===== src/rtl/clock_switch_ctrl.sv =====
// Select sequencer for the glitchless clock mux. It qualifies both lock
// indicators, runs requested switches with a lock timeout, and falls back automatically.
module clock_switch_ctrl #(
   parameter int unsigned LOCK_STABLE_CYCLES = 256,
   parameter int unsigned SETTLE_CYCLES      = 16,
   parameter int unsigned TIMEOUT_CYCLES     = 65536,
   parameter bit          FALLBACK_EN        = 1'b1
) (
   input  logic clk,
   input  logic rst,
   input  logic req_valid,
   input  logic req_sel,
   output logic req_ready,
   input  logic clk1_locked,
   input  logic clk2_locked,
   output logic sel,
   output logic clk1_stable,
   output logic clk2_stable,
   output logic busy,
   output logic done,
   output logic err,
   output logic fallback_evt
);

   localparam int unsigned LW = $clog2(LOCK_STABLE_CYCLES + 1);
   localparam int unsigned SW = $clog2(SETTLE_CYCLES + 1);
   localparam int unsigned TW = $clog2(TIMEOUT_CYCLES + 1);

   localparam logic [LW-1:0] LOCK_MAX    = LW'(LOCK_STABLE_CYCLES);
   localparam logic [SW-1:0] SETTLE_LAST = SW'(SETTLE_CYCLES - 1);
   localparam logic [TW-1:0] TMO_LAST    = TW'(TIMEOUT_CYCLES - 1);

   typedef enum logic [1:0] {
      ST_IDLE,
      ST_WAIT_LOCK,
      ST_SWITCH,
      ST_SETTLE
   } state_t;

   logic [1:0]    sync1_q;
   logic [1:0]    sync2_q;
   logic [1:0]    lock_s_c;
   logic [LW-1:0] lock_cnt_q [2];
   logic [LW-1:0] lock_cnt_d [2];
   logic [1:0]    stable_q;
   logic [1:0]    stable_d;

   state_t        state_q;
   logic          sel_q;
   logic          target_q;
   logic          busy_q;
   logic          done_q;
   logic          err_q;
   logic          fb_evt_q;
   logic [TW-1:0] tmo_q;
   logic [SW-1:0] settle_q;

   logic          idle_c;
   logic          fb_c;
   logic          accept_c;

   // Two-flop synchronizers for the asynchronous lock indicators
   always_ff @(posedge clk or posedge rst) begin
      if (rst) begin
         sync1_q <= '0;
         sync2_q <= '0;
      end else begin
         sync1_q <= {sync1_q[0], clk1_locked};
         sync2_q <= {sync2_q[0], clk2_locked};
      end
   end

   assign lock_s_c = {sync2_q[1], sync1_q[1]};

   // Per-source qualification: saturating count of consecutive synced-high cycles
   always_comb begin
      stable_d = '0;
      for (int i = 0; i < 2; i++) begin
         lock_cnt_d[i] = lock_cnt_q[i];
         if (!lock_s_c[i]) begin
            lock_cnt_d[i] = '0;
         end else if (lock_cnt_q[i] != LOCK_MAX) begin
            lock_cnt_d[i] = lock_cnt_q[i] + LW'(1);
         end
         stable_d[i] = (lock_cnt_d[i] == LOCK_MAX);
      end
   end

   always_ff @(posedge clk or posedge rst) begin
      if (rst) begin
         for (int i = 0; i < 2; i++) begin
            lock_cnt_q[i] <= '0;
         end
         stable_q <= '0;
      end else begin
         for (int i = 0; i < 2; i++) begin
            lock_cnt_q[i] <= lock_cnt_d[i];
         end
         stable_q <= stable_d;
      end
   end

   // Fallback pre-empts any request presented in the same cycle
   assign idle_c    = (state_q == ST_IDLE);
   assign fb_c      = FALLBACK_EN && idle_c && !lock_s_c[sel_q] && stable_q[~sel_q];
   assign req_ready = idle_c && !fb_c;
   assign accept_c  = req_valid && req_ready;

   always_ff @(posedge clk or posedge rst) begin
      if (rst) begin
         state_q  <= ST_IDLE;
         sel_q    <= 1'b0;
         target_q <= 1'b0;
         busy_q   <= 1'b0;
         done_q   <= 1'b0;
         err_q    <= 1'b0;
         fb_evt_q <= 1'b0;
         tmo_q    <= '0;
         settle_q <= '0;
      end else begin
         done_q   <= 1'b0;
         err_q    <= 1'b0;
         fb_evt_q <= 1'b0;
         case (state_q)
            ST_IDLE: begin
               if (fb_c) begin
                  target_q <= ~sel_q;
                  fb_evt_q <= 1'b1;
                  busy_q   <= 1'b1;
                  state_q  <= ST_SWITCH;
               end else if (accept_c) begin
                  if (req_sel == sel_q) begin
                     done_q <= 1'b1;
                  end else begin
                     target_q <= req_sel;
                     tmo_q    <= '0;
                     busy_q   <= 1'b1;
                     state_q  <= ST_WAIT_LOCK;
                  end
               end
            end
            ST_WAIT_LOCK: begin
               if (stable_q[target_q]) begin
                  state_q <= ST_SWITCH;
               end else if (tmo_q == TMO_LAST) begin
                  err_q   <= 1'b1;
                  busy_q  <= 1'b0;
                  state_q <= ST_IDLE;
               end else begin
                  tmo_q <= tmo_q + TW'(1);
               end
            end
            ST_SWITCH: begin
               sel_q    <= target_q;
               settle_q <= '0;
               state_q  <= ST_SETTLE;
            end
            ST_SETTLE: begin
               if (settle_q == SETTLE_LAST) begin
                  done_q  <= 1'b1;
                  busy_q  <= 1'b0;
                  state_q <= ST_IDLE;
               end else begin
                  settle_q <= settle_q + SW'(1);
               end
            end
            default: begin
               busy_q  <= 1'b0;
               state_q <= ST_IDLE;
            end
         endcase
      end
   end

   assign sel          = sel_q;
   assign clk1_stable  = stable_q[0];
   assign clk2_stable  = stable_q[1];
   assign busy         = busy_q;
   assign done         = done_q;
   assign err          = err_q;
   assign fallback_evt = fb_evt_q;

endmodule


===== config.mk =====
export PLATFORM = sky130hd
export DESIGN_NAME = clock_switch_ctrl
export DESIGN_NICKNAME = d
export VERILOG_FILES = /design/src/rtl/clock_switch_ctrl.sv
export SDC_FILE = /design/constraint.sdc
export NUM_CORES = 1
export LEC_CHECK = 0
export CORE_UTILIZATION = 55
export CTS_BUF_LIST = sky130_fd_sc_hd__clkbuf_4
export CTS_CLUSTER_DIAMETER = 60
export DETAILED_ROUTE_END_ITERATION = 10
export PLACE_DENSITY = 0.76
export SYNTH_ARGS = -nofsm -noshare
export SYNTH_HDL_FRONTEND = slang
export SYNTH_SLANG_ARGS = --single-unit

===== constraint.sdc =====
create_clock -name clk -period 2.24 [get_ports clk]
set_clock_uncertainty 0.05 [all_clocks]
set_input_delay 0.448 -clock clk [delete_from_list [all_inputs] [get_ports clk]]
set_output_delay 0.448 -clock clk [all_outputs]
set_load 0.01 [all_outputs]

==> run_results.csv <==
group,metric,value,unit
layout,syn2layout_area_growth,18.6,%
clock_tree,htreeDepth,2,
floorplan,die_h,78.0,um
critical_path,worstSetupEndpointType,"flop",
synth,synth_cells,332,
grt,grtUsageMet2,0.391,
synth,syn_avg_cell_area,9.56,sq um
layout,layout_common_cells,"dfrtp_1 (54), buf_4 (29), a31oi_1 (26)",
critical_path,startpoint,"tmo_q[9]",
critical_path,r2r-start,"tmo_q[9]",
synth,yosys_most_used_dff,"dfrtp_1",
grt,grt_pass1_vias,2511,
critical_path,ff2ff_path_depth,9,
floorplan,ios,14,
place,port_buffers,13,
clock_tree,clk_pin_slew,0.17,ns
grt,use_met3,0.0365,
power,ir_worst_vdd,0.362,mV
floorplan,dieArea,0.00608,sq mm
sta,hold_viol,0,
critical_path,required,2.50,ns
layout,nets,387,
clock_tree,cts_sinks,54,
place,place_congestion,0.887,
grt,grt_pass1_wl,11200,um
floorplan,die_w,78.0,um
synth,synth_edf_count,0,
sta,finalSetupViolCount,0,
worst_hold_path,hp-start,"sync1_q[0]",
status,status,"complete, no violations",
sta,tightest_slew,0.602,ns
critical_path,rr_endpoint,"tmo_q[7]",
grt,grt_max_degree,55,
layout,antenna_cells,0,
synth,synth_area_leaders,"dfrtp_1 (43%), a31oi_1 (5.1%), ha_1 (5.1%)",
critical_path,path_class,"reg -> reg",
floorplan,rows,27,
clock_tree,cts_tree,"built",
synth,synth-seq-cells,54,
synth,synthArstFlopShare,1.00,
layout,final_common_cell,"dfrtp_1",
layout,drive_gt1_frac,0.179,
critical_path,crit_path_start_kind,"flop",
layout,post-route-util,0.680,
sta,rsz0062_at_grt,"yes",
sta,slew_violations,0,
grt,use_met1,0.296,
clock_tree,cts_buffers,5,
grt,grtUsageTotal,0.228,
drt,wl_per_cell,14.6,um
worst_hold_path,min_path_type,"reg -> reg",
synth,ys_types,52,
sta,fmax,465,MHz
power,p_leak,1.67,nW
synth,ys_seq_area_frac,0.426,
sta,maxSlewHeadroom,0.595,
synth,yosysTopAreaCell,"dfrtp_1",
clock_tree,clk_path_buf_depth,2,
power,power,2.81,mW
drt,routed_wl,6430,um
drt,firstDrtPassIters,4,
drt,vias,2575,
power,p_per_area,745,mW/mm^2
synth,synth_fp_nets,351,
sta,fin_crit_sh,0.959,
grt,grt_overflow_total,0,
critical_path,critPathMaxFanout,8,
critical_path,crit_path_end,"tmo_q[7]",
clock_tree,clk_latency,0.39,ns
sta,setup_tns,0,ns
floorplan,coreArea,0.00554,sq mm
grt,antenna_found_initial,0,
clock_tree,cts_root_buf,"clkbuf_4",
synth,yosys_warnings,0,
sta,setup_ws,0.0910,ns
job,cap_violations,0,
sta,min_period,2.15,ns
grt,busiest_layer,"met2",
drt,drtIter0Drc,152,
place,pre_cts_ws,-0.0106,ns
drt,drc,0,
floorplan,start_util,0.573,
critical_path,critPathArrivalTime,2.40,ns
critical_path,rrSetupSlack,0.09,ns
synth,syn_area,0.00318,sq mm
drt,drtAntennaViolNets,0,
synth,synth_top_area_frac,0.426,
place,dp_hpwl,4380,um
drt,drt-vias-per-instance,5.84,
-- layer usage --
layer / vias up / share of wire
met5: - / 0
met4: 0 / 0.0084
met2: 44 / 0.49
met1: 1246 / 0.48
met3: 6 / 0.026
li1: 1279 / -
-- Yosys cell counts (all sizes together), types with 2 or more instances --
cell type and number:
dfrtp 54, a31oi 26, inv 21, nand2 21, o21ai 21, nand2b 17, nand3 15, ha 13
xnor2 12, and2 11, and3 9, clkbuf 9, nor3 9, nand4 8, xor2 8, buf 7
nor4 7, a21boi 6, nor2 6, a21oi 5, mux2 5, or3 5, nor2b 4, a2111oi 3
a31o 2, a41oi 2, and4bb 2, nand4b 2, nor4bb 2, o221ai 2
-- state kept, by name (all words and copies together) (netlist names) --
signal / cells
sel: 1
sync2_q: 2
sync1_q: 2
tmo_q: 17
lock_cnt_q: 18
state_q: 2
fallback_evt: 1
stable_q: 2
err: 1
done: 1
settle_q: 5
busy: 1
target_q: 1
-- logic make-up after synthesis --
family	after synthesis	share of synthesized area
compound gates	78	0.167
xor+xnor	20	0.0552
fa+ha+maj	13	0.0512
buf+inv	37	0.0512
flops	54	0.426
mux	6	0.0209
simple gates	124	0.229
-- repair_timing --
item,in CTS,in global routing
gates resized for setup,15,6
hold buffers,0,0
endpoints found under the setup margin,2,22
buffers inserted,1,6
pin swaps,3,5
-- critical path, cell delays in order (launching register included) --
cell	delay, ns
dfrtp_1	0.43
nand4_1	0.20
nor4_4	0.30
and3_4	0.25
ha_4	0.13
nand2b_4	0.12
o22ai_2	0.07
and2_4	0.18
buf_6	0.13
a41o_1	0.22
-- how the worst min path moves through the flow --
stage / cells past startpoint / slack, ns / to
floorplan: 0 / 0.28 / sync1_q[1]
global placement: 0 / 0.29 / sync2_q[1]
detailed placement: 0 / 0.29 / sync1_q[1]
CTS: 0 / 0.32 / sync1_q[1]
global route: 0 / 0.34 / sync1_q[1]
finish: 0 / 0.32 / sync1_q[1]
-- power breakdown --
part           internal (mW)  switching [mW]  total [mW]
logic                  0.454           0.536       0.991
registers               1.06          0.0826        1.14
clock network          0.349           0.326       0.676
total                   1.86           0.945        2.81
-- stage by stage --
| step | cells | hold slack (ns) | area [sq um] |
|---|---|---|---|
| final | 441 | 0.323 | 3770 |
| after global routing | 441 | 0.337 | 3770 |
| after CTS | 435 | 0.325 | 3710 |
| after detailed placement | 426 | 0.289 | 3520 |
| after global placement | 426 | 0.285 | 3520 |
| after floorplan | 332 | 0.281 | 3180 |
-- cell type report --
type	count	area [sq um]
clock buffers	5	37.5
clock inverters	3	68.8
fillers	445	1770
inverters	21	78.8
multi-input cells	241	1750
flip-flops and latches	54	1350
well taps	72	90.1
repair buffers	45	385
(Power assumes the default switching activity.)
